<file path="src/rtl/qtree_pkg.sv">
// Shared types for the quadtree lookup pipeline and its update controller.
package qtree_pkg;

   localparam int unsigned QTREE_KEY_WIDTH      = 16;
   localparam int unsigned QTREE_RAM_ADDR_WIDTH = 8;
   localparam int unsigned QTREE_LEVEL_W        = 2;

   // One node key and the {l,m,r} triple held in each level RAM word.
   typedef logic [QTREE_KEY_WIDTH-1:0] level_data_t;

   typedef struct packed {
      level_data_t l;
      level_data_t m;
      level_data_t r;
   } level_ram_data_t;

   // Update sequencer states.
   typedef enum logic [1:0] {
      IDLE  = 2'd0,
      DRAIN = 2'd1,
      WRITE = 2'd2,
      GUARD = 2'd3
   } upd_state_t;

   // One registered level-RAM write: broadcast address/data plus target level.
   typedef struct packed {
      logic [QTREE_RAM_ADDR_WIDTH-1:0] addr;
      level_ram_data_t                 data;
      logic [QTREE_LEVEL_W-1:0]        level;
   } mm_wr_t;

   // True when a host-supplied level index addresses an existing level.
   function automatic logic level_in_range(input int unsigned level,
                                           input int unsigned level_cnt);
      return level < level_cnt;
   endfunction

endpackage

</file>
<file path="src/rtl/qtree_inflight_cnt.sv">
// Saturating up/down count of lookups currently inside the qtree levels.
module qtree_inflight_cnt #(
   parameter  int unsigned MAX   = 32,
   localparam int unsigned CNT_W = $clog2(MAX + 1)
) (
   input  logic             clk_i,
   input  logic             rst_i,
   input  logic             inc_i,
   input  logic             dec_i,
   output logic [CNT_W-1:0] cnt_o,
   output logic             at_max_o,
   output logic             underflow_o
);

   localparam logic [CNT_W-1:0] CNT_MAX = CNT_W'(MAX);
   localparam logic [CNT_W-1:0] CNT_ONE = CNT_W'(1);

   logic [CNT_W-1:0] cnt_q, cnt_d;

   // Next count: simultaneous inc/dec cancel; clamp at both ends, flag a retire at zero.
   always_comb begin
      cnt_d       = cnt_q;
      underflow_o = 1'b0;
      if (inc_i && !dec_i) begin
         if (cnt_q != CNT_MAX) begin
            cnt_d = cnt_q + CNT_ONE;
         end
      end else if (dec_i && !inc_i) begin
         if (cnt_q == '0) begin
            underflow_o = 1'b1;
         end else begin
            cnt_d = cnt_q - CNT_ONE;
         end
      end
   end

   // Count register.
   always_ff @(posedge clk_i) begin
      if (rst_i) begin
         cnt_q <= '0;
      end else begin
         cnt_q <= cnt_d;
      end
   end

   assign cnt_o    = cnt_q;
   assign at_max_o = (cnt_q == CNT_MAX);

endmodule

</file>
<file path="src/rtl/qtree_update_ctrl.sv">
// Quiesces lookup traffic, drains the qtree levels and streams host writes into the level RAMs.
module qtree_update_ctrl
   import qtree_pkg::*;
#(
   parameter  int unsigned LEVEL_CNT      = 4,
   parameter  int unsigned KEY_WIDTH      = QTREE_KEY_WIDTH,
   parameter  int unsigned RAM_ADDR_WIDTH = QTREE_RAM_ADDR_WIDTH,
   parameter  int unsigned INFLIGHT_MAX   = 32,
   localparam int unsigned LEVEL_W        = $clog2(LEVEL_CNT),
   localparam int unsigned CNT_W          = $clog2(INFLIGHT_MAX + 1)
) (
   input  logic                      clk_i,
   input  logic                      rst_i,
   input  logic                      lkp_valid_i,
   output logic                      lkp_ready_o,
   output logic                      pipe_in_valid_o,
   input  logic                      pipe_out_valid_i,
   input  logic                      upd_valid_i,
   output logic                      upd_ready_o,
   input  logic [LEVEL_W-1:0]        upd_level_i,
   input  logic [RAM_ADDR_WIDTH-1:0] upd_addr_i,
   input  logic [KEY_WIDTH*3-1:0]    upd_data_i,
   input  logic                      upd_last_i,
   output logic [RAM_ADDR_WIDTH-1:0] mm_ram_addr_o,
   output logic [KEY_WIDTH*3-1:0]    mm_ram_data_o,
   output logic [LEVEL_CNT-1:0]      mm_ram_write_o,
   output logic                      busy_o,
   output logic [CNT_W-1:0]          inflight_o,
   output logic                      err_o
);

   localparam int unsigned RAM_DATA_W = $bits(level_ram_data_t);

   upd_state_t state_q, state_d;
   mm_wr_t     wr_q, wr_d;
   logic       wr_vld_q, wr_vld_d;
   logic       err_q, err_d;
   logic       upd_acc;
   logic       lvl_ok;
   logic       cnt_at_max;
   logic       cnt_underflow;

   qtree_inflight_cnt #(
      .MAX (INFLIGHT_MAX)
   ) u_inflight_cnt (
      .clk_i       (clk_i),
      .rst_i       (rst_i),
      .inc_i       (pipe_in_valid_o),
      .dec_i       (pipe_out_valid_i),
      .cnt_o       (inflight_o),
      .at_max_o    (cnt_at_max),
      .underflow_o (cnt_underflow)
   );

   // Sequencer: lookups flow only in IDLE, and an offered update blocks them in the same cycle.
   always_comb begin
      state_d     = state_q;
      lkp_ready_o = 1'b0;
      upd_ready_o = 1'b0;
      case (state_q)
         IDLE: begin
            lkp_ready_o = ~upd_valid_i & ~cnt_at_max;
            if (upd_valid_i) begin
               state_d = DRAIN;
            end
         end
         DRAIN: begin
            if (inflight_o == '0) begin
               state_d = WRITE;
            end
         end
         WRITE: begin
            upd_ready_o = 1'b1;
            if (upd_valid_i && upd_last_i) begin
               state_d = GUARD;
            end
         end
         GUARD: begin
            state_d = IDLE;
         end
         default: begin
            state_d = IDLE;
         end
      endcase
   end

   assign pipe_in_valid_o = lkp_valid_i & lkp_ready_o;
   assign busy_o          = (state_q != IDLE);
   assign upd_acc         = upd_valid_i & upd_ready_o;
   assign lvl_ok          = level_in_range(32'(upd_level_i), LEVEL_CNT);

   // Write capture: each accepted beat is registered; bad levels raise the sticky error instead of a strobe.
   always_comb begin
      wr_d     = wr_q;
      wr_vld_d = 1'b0;
      err_d    = err_q | cnt_underflow;
      if (upd_acc) begin
         wr_d.addr  = QTREE_RAM_ADDR_WIDTH'(upd_addr_i);
         wr_d.data  = RAM_DATA_W'(upd_data_i);
         wr_d.level = QTREE_LEVEL_W'(upd_level_i);
         wr_vld_d   = lvl_ok;
         if (!lvl_ok) begin
            err_d = 1'b1;
         end
      end
   end

   // Strobe decode from the write register, one cycle after beat acceptance.
   always_comb begin
      mm_ram_write_o = '0;
      for (int unsigned n = 0; n < LEVEL_CNT; n++) begin
         mm_ram_write_o[n] = wr_vld_q && (32'(wr_q.level) == n);
      end
   end

   // State, write register and error flag; reset drops any strobe still pending.
   always_ff @(posedge clk_i) begin
      if (rst_i) begin
         state_q  <= IDLE;
         wr_q     <= '0;
         wr_vld_q <= 1'b0;
         err_q    <= 1'b0;
      end else begin
         state_q  <= state_d;
         wr_q     <= wr_d;
         wr_vld_q <= wr_vld_d;
         err_q    <= err_d;
      end
   end

   assign mm_ram_addr_o = RAM_ADDR_WIDTH'(wr_q.addr);
   assign mm_ram_data_o = (KEY_WIDTH * 3)'(wr_q.data);
   assign err_o         = err_q;

endmodule
</file>
<file path="config.mk">
export PLATFORM = sky130hd
export DESIGN_NAME = qtree_update_ctrl
export DESIGN_NICKNAME = d
export VERILOG_FILES = /design/src/rtl/qtree_pkg.sv /design/src/rtl/qtree_inflight_cnt.sv /design/src/rtl/qtree_update_ctrl.sv
export SDC_FILE = /design/constraint.sdc
export NUM_CORES = 1
export LEC_CHECK = 0
export CAP_MARGIN = 0
export CORE_AREA = 3 3 91 93
export DETAILED_ROUTE_END_ITERATION = 6
export DIE_AREA = 0 0 94 96
export PLACE_DENSITY = 0.89
export SLEW_MARGIN = 20
export SYNTH_ARGS = -nofsm -noshare
export SYNTH_HDL_FRONTEND = slang
export SYNTH_SLANG_ARGS = --single-unit
</file>
<file path="constraint.sdc">
create_clock -name clk_i -period 3.25 [get_ports clk_i]
set_input_delay 0.65 -clock clk_i [delete_from_list [all_inputs] [get_ports clk_i]]
set_output_delay 0.65 -clock clk_i [all_outputs]
set_load 0.02 [all_outputs]
</file>
; Word level (Yosys, flattened, before mapping)
; Index checks and enable logic that the tools add are counted.
[op_classes]
n_reduce_logical = 16
bitwise_logic = 6
addsub = 2
eq_ne = 13
muxes = 14
[op_table]
columns = operator, n
row1 = $mux W6, 4
row2 = $eq A2 B2 Y1 const B, 4
row3 = $ne A2 B2 Y1 const B, 4
row4 = $pmux W2 S4, 1
row5 = $logic_and A1 B1 Y1, 7
row6 = $add A6 B1 Y6 const B, 1
row7 = $eq A6 B6 Y1 const B, 1
row8 = $logic_not A6 Y1, 1
row9 = $mux W1, 6
row10 = $mux W2, 3
row11 = $ne A6 B6 Y1 const B, 1
row12 = $reduce_and A3 Y1, 2
row13 = $sub A6 B1 Y6 const B, 1
row14 = $eq A2 B1 Y1 const B, 2
row15 = $logic_not A2 Y1, 2
row16 = $reduce_bool A2 Y1, 2
row17 = $and A1 B1 Y1, 3
row18 = $logic_not A1 Y1, 2
row19 = $ne A2 B1 Y1 const B, 1
row20 = $not A1 Y1, 2
row21 = $or A1 B1 Y1, 1
[word_totals]
in_bits = 64
output_inout_bits = 71
register_bits = 68
word_cells = 60

; Depth between registers and ports, before layout
; Gate-level depths: netlist (run 1).
[depth]
ltp_word = 10
depth_mapped = 11
depth_no_buf = 11

; Hierarchy
; From an unflattened synthesis (run 1), not the netlist that was laid out.
[hier_totals]
hier_cells = 393
hier_area_um2 = 3150.5
[by_module_without_submodules]
columns = module, n_inst, cells_each, seq_area_each_um2, area_each_um2
row1 = qtree_update_ctrl, 1, 341, 1241.2, 2673.8
row2 = qtree_inflight_cnt, 1, 52, 120.1, 476.7

; Least setup slack after synthesis (run 1)
; Ideal clock, no wire load.
[synth_path]
kind = reg-to-reg
from = register u_inflight_cnt.cnt_q[1] (netlist: u_inflight_cnt.cnt_o[1])
to = register u_inflight_cnt.cnt_q[5] (netlist: u_inflight_cnt.cnt_o[5])
t_required_ns = 3.164
setup_time_ns = 0.086
setup_slack_ns = 0.666
n_path_buf = 0
period_less_slack_ns = 2.584
t_arrival_ns = 2.498
path_stages_with_launch = 11
path_cell_list = dfxtp_1 -> or4_4 -> nor2_1 -> nand2_1 -> nand2_1 -> ha_1 -> a211oi_1 -> o21bai_1 -> a211oi_1 -> a211oi_1 -> a211oi_1
[synth_via]
elab_chain_cells = 9
word_cells_on_any_way = 20
classes_between = 2 x add/sub / 4 x eq/ne / 5 x mux / 3 x bitwise / 6 x reduce/logical
[synth_rtl]
columns = item, line_no
row1 = "start, declared", qtree_inflight_cnt.sv:18  ; logic [CNT_W-1:0] cnt_q, cnt_d;
row2 = "start signal, assigned", qtree_inflight_cnt.sv:42  ; cnt_q <= cnt_d;
row3 = $eq A6 B6 Y1, qtree_inflight_cnt.sv:47  ; assign at_max_o = (cnt_q == CNT_MAX);
row4 = $not A1 Y1, qtree_update_ctrl.sv:62  ; lkp_ready_o = ~upd_valid_i & ~cnt_at_max;
row5 = $and A1 B1 Y1, qtree_update_ctrl.sv:62
row6 = $mux W1, qtree_update_ctrl.sv:60  ; case (state_q)
row7 = $and A1 B1 Y1, qtree_update_ctrl.sv:87  ; assign pipe_in_valid_o = lkp_valid_i & lkp_ready_o;
row8 = $logic_not A1 Y1, qtree_inflight_cnt.sv:28  ; end else if (dec_i && !inc_i) begin
row9 = $logic_and A1 B1 Y1, qtree_inflight_cnt.sv:28
row10 = $reduce_bool A2 Y1 (no line), -
row11 = $reduce_and A3 Y1 (no line), -
; Parallel ways exist; a longest one is shown, timed or not. The select of a mux whose other input is x is not followed.
; A chain may end at the register's enable or synchronous reset.

; Final worst setup path (run 1)
[layout_path]
from = register u_inflight_cnt.cnt_q[1] (netlist: u_inflight_cnt.cnt_o[1])
to = output port lkp_ready_o
[layout_via]
elab_chain_cells = 4
[layout_rtl]
columns = item, line_no
row1 = $eq A6 B6 Y1, qtree_inflight_cnt.sv:47
row2 = $not A1 Y1, qtree_update_ctrl.sv:62
row3 = $and A1 B1 Y1, qtree_update_ctrl.sv:62
row4 = $mux W1, qtree_update_ctrl.sv:60
row5 = "end, declared", qtree_update_ctrl.sv:15  ; output logic lkp_ready_o,
; Every way passes these cells.

==> flow_metrics.env, run 1 <==
export IMPL_outcome="completed"
export IMPL_diodes=0
export IMPL_htree_levels=3
export IMPL_synth_distinct_cells=32
export IMPL_cts_setup_buffers=0
export IMPL_grt_start_max_net_pins=46
export IMPL_drive_gt1_share_pct=5.52
export IMPL_cts_hold_buf=0
export IMPL_grt_pass1_wl_microns=11700
export IMPL_dp_final_hpwl_microns=5480
export IMPL_rows=32
export IMPL_r2r_slack_ns=0.49
export IMPL_arrival_ns=2.30
export IMPL_synth_nets=466
export IMPL_drt_pass1_iterations=4
export IMPL_max_freq_mhz=339
export IMPL_finalNetCount=539
export IMPL_min_period_ns=2.95
export IMPL_cts_root_buf="clkbuf_8"
export IMPL_r2r_cells=10
export IMPL_r2r_start="u_inflight_cnt.cnt_o[1]$_SDFFE_PP0P_"
export IMPL_track_usage_pct=16.3
export IMPL_grt_antenna_before_repair=0
export IMPL_setup_viol=0
export IMPL_remaining_drc_errors=0
export IMPL_seq_area_frac_synth_pct=43.6
export IMPL_cp_top_family="simple AND/OR/NAND/NOR gates"
export IMPL_mostFrequentLayoutCells="133 x clkdlybuf4s50_1, 122 x nand2_1, 68 x dfxtp_1"
export IMPL_cp_num_buf_inv=1
export IMPL_tightest_slew_ns=0.828
export IMPL_yosysWarnings=0
export IMPL_grt_pass1_vias=2610
export IMPL_worstHoldStart="mm_ram_data_o[1]$_SDFFE_PP0P_"
export IMPL_cts_sinks=68
export IMPL_viasPerCell=4.67
export IMPL_criticalPathCategory="reg -> out"
export IMPL_avgRoutedWirePerCell_microns=12.9
export IMPL_fin_area_sq_um=4340
export IMPL_p_leak_nw=1.55
export IMPL_cellPowerDensity_nw_per_um2=659
export IMPL_core_area_sq_um=7610
export IMPL_tns_ns=0
export IMPL_ys_ff_latch=68
export IMPL_maxSlewHeadroom_pct=44.8
export IMPL_io_buffers=134
export IMPL_postSynthCellCount=393
export IMPL_synth_main_ff_cell="dfxtp_1"
export IMPL_rsz0062_at_grt="false"
export IMPL_worstPathRequired_ns=2.60
export IMPL_path_max_fanout=4
export IMPL_slew_viol_final=0
export IMPL_dieArea_sq_um=9020
export IMPL_clk_pin_slew_ns=0.08
export IMPL_cts_tree="yes"
export IMPL_dieHeight_microns=96
export IMPL_peakVddDrop_mv=0.478
export IMPL_post_route_period_util_pct=90.9
export IMPL_fin_skew_ns=0.00855
export IMPL_grt_ovfl_total=0
export IMPL_async_flop_share_pct=0
export IMPL_gp_congestion=0.840
export IMPL_critPathSlowestCell="clkdlybuf4s50_1"
export IMPL_ctsResizeCount=0
export IMPL_max_cap_viol_count=0
export IMPL_hp_class="reg -> reg"
export IMPL_placed_cell_area_sq_um=4160
export IMPL_vias=2678
export IMPL_syn2layout_area_growth_pct=38.9
export IMPL_initial_core_util_pct=41.1
export IMPL_io_pins=135
export IMPL_r2r_end="u_inflight_cnt.cnt_o[5]$_SDFFE_PP0P_"
export IMPL_cp_slowest_stage_delay_ns=0.56
export IMPL_drt_wl_total_microns=7410
export IMPL_cts_made_buffers=9
export IMPL_synth_edf_count=0
export IMPL_critPathLaunchType="register"
export IMPL_clockBufferDepth=2
export IMPL_hold_end="mm_ram_data_o[1]$_SDFFE_PP0P_"
export IMPL_holdPathStages=2
export IMPL_avgSynthCellArea_sq_um=7.95
export IMPL_crit_chain="or4_4 -> nor2_1 -> nand2_1 -> and2_1 -> clkdlybuf4s50_1"
export IMPL_dp_slack_ns=0.0963
export IMPL_endpoint_kind="primary output"
export IMPL_syn_cell_area_sq_um=3130
export IMPL_drtAntennaViolNets=0
export IMPL_final_util_pct=57.1
export IMPL_fin_ws_ns=0.296
export IMPL_final_hold_violation_count=0
export IMPL_clk_latency_ns=0.33
export IMPL_layout_commonest_cell="clkdlybuf4s50_1"
export IMPL_die_x_microns=94
export IMPL_drt_iter0_drc=46
-- cells by family after synthesis --
family,share of synthesized area [%]
xor+xnor,1.12
flops,43.6
simple gates,19.5
fa+ha+maj,3.84
mux,0.961
compound gates,14.3
buf+inv,16.7
-- worst max-delay path by stage --
stage / startpoint / endpoint / slack, ns / cells past startpoint
floorplan: u_inflight_cnt.cnt_o[1]$_SDFFE_PP0P_ / u_inflight_cnt.cnt_o[5]$_SDFFE_PP0P_ / 0.67 / 10
CTS: u_inflight_cnt.cnt_o[1]$_SDFFE_PP0P_ / lkp_ready_o / 0.29 / 5
finish: u_inflight_cnt.cnt_o[1]$_SDFFE_PP0P_ / lkp_ready_o / 0.30 / 5
global placement: upd_valid_i / u_inflight_cnt.cnt_o[5]$_SDFFE_PP0P_ / 0.17 / 9
global route: u_inflight_cnt.cnt_o[1]$_SDFFE_PP0P_ / lkp_ready_o / 0.20 / 5
detailed placement: upd_valid_i / u_inflight_cnt.cnt_o[5]$_SDFFE_PP0P_ / 0.1 / 9
-- state kept, by name (all words and copies together) (netlist names) --
name and cells:
state_q 2, mm_ram_addr_o 8, wr_vld_q 1, err_o 1, u_inflight_cnt.cnt_o 6, mm_ram_data_o 48
wr_q 2
-- power by group --
group | internal, mW | switching, mW
Clock | 0.351 | 0.310
Combinational | 0.571 | 0.581
Sequential | 0.956 | 0.0923
-- per-stage QoR --
step / power (mW) / std cells / hold slack [ns]
floorplan: 1.86 / 393 / 0.437
global placement: 2.18 / 557 / 0.441
detailed placement: 2.22 / 557 / 0.447
CTS: 2.89 / 573 / 0.458
global route: 3.04 / 573 / 0.479
finish: 2.86 / 573 / 0.455
-- tightest hold or removal path, cell delays in order, from the launching register on --
cell and delay [ns]:
dfxtp_1 0.31, nand2_1 0.05, a21oi_1 0.05
-- per-layer routing --
layer  GRT usage [%]  part of all wire [%]  wire, microns  up-vias
met5               0                     0              0        -
met3            5.71                   8.1            600       12
met2            29.7                    49           3650       84
li1                -                     -              -     1361
met1            17.4                    41           3060     1221
met4            6.26                   1.4            103        0
-- Yosys cell counts, types with 2 or more instances --
cell type,count,share of area [%]
mux2i_1,3,0.96
and2_1,2,0.40
inv_1,5,0.60
dfxtp_1,68,44
a21o_1,3,0.72
o21ai_0,2,0.32
a211oi_1,6,1.4
nand2_1,123,15
nor2_1,11,1.3
ha_1,8,3.2
buf_1,3,0.36
o21bai_1,3,0.72
a21oi_1,60,9.6
xnor2_1,4,1.1
nand3b_1,2,0.48
clkbuf_1,18,2.2
buf_4,56,13
nor2b_1,2,0.40
-- area by class of cell --
type,instances,area [sq um]
Clock buffer,11,131
Clock inverter,5,52.6
Timing Repair Buffer,139,1400
Inverter,6,22.5
Tap cell,102,128
Fill cell,692,3270
Multi-Input combinational cell,242,1250
Sequential cell,68,1360
(Power assumes the default switching activity.)
==> run 2: changes to the inputs <==
Settings changed: SYNTH_HIERARCHICAL set to 1.
==> run 2 against run 1 <==
Largest power group unchanged. Utilization rose by 0.59 points. Cell area rose by 1.0%. Sequential share of layout area fell by 0.24 points. Sequential cell count did not move.
==> flow_metrics.env, run 2 <==
export IMPL_track_usage_pct=16.3
export IMPL_peakVddDrop_mv=0.527
export IMPL_worstPathRequired_ns=3.47
export IMPL_grt_antenna_before_repair=0
export IMPL_met2_length_microns=3570
export IMPL_grt_ovfl_total=0
export IMPL_cellPowerDensity_nw_per_um2=655
export IMPL_clk_pin_slew_ns=0.07
export IMPL_die_x_microns=94
export IMPL_finalNetCount=544
export IMPL_tns_ns=0
export IMPL_grt_pass1_vias=2546
export IMPL_drt_wl_total_microns=7300
export IMPL_rows=32
export IMPL_avgRoutedWirePerCell_microns=12.7
export IMPL_drt_met1_wl_microns=2970
export IMPL_met3_length_microns=684
export IMPL_cts_root_buf="clkbuf_8"
export IMPL_outcome="completed"
export IMPL_cp_slowest_stage_delay_ns=0.55
export IMPL_largest_register_ffs=48
export IMPL_diodes=0
export IMPL_netlist_area_leader_share_pct=43.2
export IMPL_cp_top_family="simple AND/OR/NAND/NOR gates"
export IMPL_path_max_fanout=6
export IMPL_clk_latency_ns=0.32
export IMPL_dp_final_hpwl_microns=5340
export IMPL_drt_iter0_drc=51
export IMPL_hp_class="reg -> reg"
export IMPL_mostFrequentLayoutCells="133 x clkdlybuf4s50_1, 121 x nand2_1, 67 x dfxtp_1"
export IMPL_ys_ff_latch=68
export IMPL_setup_viol=0
export IMPL_synth_distinct_cells=35
export IMPL_viasPerCell=4.69
export IMPL_grt_start_max_net_pins=59
export IMPL_yosys_area_top_type="dfxtp_1"
export IMPL_io_buffers=134
export IMPL_cts_made_buffers=9
export IMPL_remaining_drc_errors=0
export IMPL_async_flop_share_pct=0
export IMPL_yosys_top_cells_area="dfxtp_1 43%, nand2_1 15%, buf_4 13%, a21oi_1 10%, ha_1 4.0%"
export IMPL_critPathSlowestCell="or4_4"
export IMPL_dieHeight_microns=96
export IMPL_syn_cell_area_sq_um=3150
export IMPL_p_leak_nw=1.55
export IMPL_dieArea_sq_um=9020
export IMPL_cts_tree="yes"
export IMPL_cp_num_buf_inv=1
export IMPL_gp_congestion=0.794
export IMPL_dp_slack_ns=0.0882
export IMPL_drt_pass1_iterations=4
export IMPL_min_period_ns=3.15
export IMPL_clockBufferDepth=2
export IMPL_synth_main_ff_cell="dfxtp_1"
export IMPL_core_area_sq_um=7610
export IMPL_crit_chain="or4_4 -> nor2_4 -> and2_1 -> nor3_2 -> and2_2 -> ha_1 -> inv_4 -> ha_4 -> a211oi_2 -> o21ai_1 -> and3_1 -> o21ai_2 -> mux2_1"
export IMPL_drive_gt1_share_pct=8.44
export IMPL_max_freq_mhz=318
export IMPL_fin_skew_ns=0.00839
export IMPL_tightest_slew_ns=0.839
export IMPL_layout_commonest_cell="clkdlybuf4s50_1"
export IMPL_criticalPathCategory="reg -> reg"
export IMPL_yosysWarnings=6
export IMPL_post_synth_top_count_cell="nand2_1"
export IMPL_syn2layout_area_growth_pct=39.2
export IMPL_synth_nets=468
export IMPL_critPathLaunchType="register"
export IMPL_maxSlewHeadroom_pct=44.1
export IMPL_fin_ws_ns=0.101
export IMPL_top_layer="met4"
export IMPL_cts_sinks=68
export IMPL_arrival_ns=3.36
export IMPL_synthTopCellsByCount="122 x nand2_1, 68 x dfxtp_1, 63 x a21oi_1"
export IMPL_post_route_period_util_pct=96.9
export IMPL_drtAntennaViolNets=0
export IMPL_vias=2699
export IMPL_seq_area_frac_synth_pct=43.2
export IMPL_initial_core_util_pct=41.4
export IMPL_grt_pass1_wl_microns=11800
export IMPL_io_pins=135
export IMPL_slew_viol_final=0
export IMPL_endpoint_kind="register"
export IMPL_max_cap_viol_count=0
export IMPL_htree_levels=3
export IMPL_final_hold_violation_count=0
export IMPL_avgSynthCellArea_sq_um=8.02
export IMPL_synth_edf_count=0
export IMPL_postSynthCellCount=393
==> run 2: cell count changes after synthesis, sizes merged, moves of 2 or more <==
cell,before,now
o21bai,3,0
nand3b,2,0
a211oi,6,3
mux2i,3,1
ha,8,10
a21oi,60,64
and3,1,3
==> run 2: worst paths after layout <==
check | slack [ns] | start | depth (start not counted) | endpoint
min | 0.45 | mm_ram_data_o[28]$_SDFFE_PP0P_ | 2 | mm_ram_data_o[28]$_SDFFE_PP0P_
min reg2reg | 0.45 | mm_ram_data_o[28]$_SDFFE_PP0P_ | 2 | mm_ram_data_o[28]$_SDFFE_PP0P_
max reg2reg | 0.10 | u_inflight_cnt/cnt_o[1]$_SDFFE_PP0P_ | 13 | u_inflight_cnt/cnt_o[5]$_SDFFE_PP0P_
max | 0.10 | u_inflight_cnt/cnt_o[1]$_SDFFE_PP0P_ | 13 | u_inflight_cnt/cnt_o[5]$_SDFFE_PP0P_
==> run 2: routing by layer <==
layer	global-route usage [%]	up-vias
met1	17.9	1232
met5	0	-
met2	28.3	94
met4	6.02	0
met3	6.80	7
li1	-	1366
==> run 2: cells by family after synthesis <==
kind of cell / share of synthesized area [%]
simple gates: 19.2
compound gates: 14.5
xor+xnor: 1.11
flops: 43.2
buf+inv: 16.7
fa+ha+maj: 4.61
mux: 0.675
==> run 2: layout make-up <==
| class | instances | area, sq um |
|---|---|---|
| repair buffers | 141 | 1390 |
| fillers | 686 | 3220 |
| well taps | 102 | 128 |
| flip-flops and latches | 68 | 1370 |
| multi-input cells | 242 | 1320 |
| clock buffers | 11 | 131 |
| clock inverters | 5 | 28.8 |
| inverters | 7 | 28.8 |
==> run 2: repair_timing <==
item,4_1_cts,5_1_grt
hold buffers,0,0
gates resized for setup,0,7
endpoints found under the hold margin,0,0
setup endpoints to repair,0,1
buffers inserted,0,1
==> run 2: stage by stage <==
step                      hold slack (ns)  utilization (%)  total power [mW]  cells  instance area [sq um]
final                               0.454             57.6              2.87    576                   4390
after global routing                0.472             57.6              3.08    576                   4390
after CTS                           0.457             56.9              2.84    575                   4330
after detailed placement            0.446             54.8              2.25    559                   4170
after global placement              0.442             54.8              2.21    559                   4170
after floorplan                     0.437                -              1.88    393                   3160
==> run 2: tightest hold or removal path: stages, from the launching register on <==
cell	delay, ns
dfxtp_1	0.31
nand2_1	0.05
a21oi_1	0.05
==> run 2: where the power goes <==
group	switching, mW	internal (mW)	total, mW
Sequential	0.112	0.944	1.06
Clock	0.300	0.273	0.573
Combinational	0.623	0.619	1.24
Total	1.03	1.84	2.87
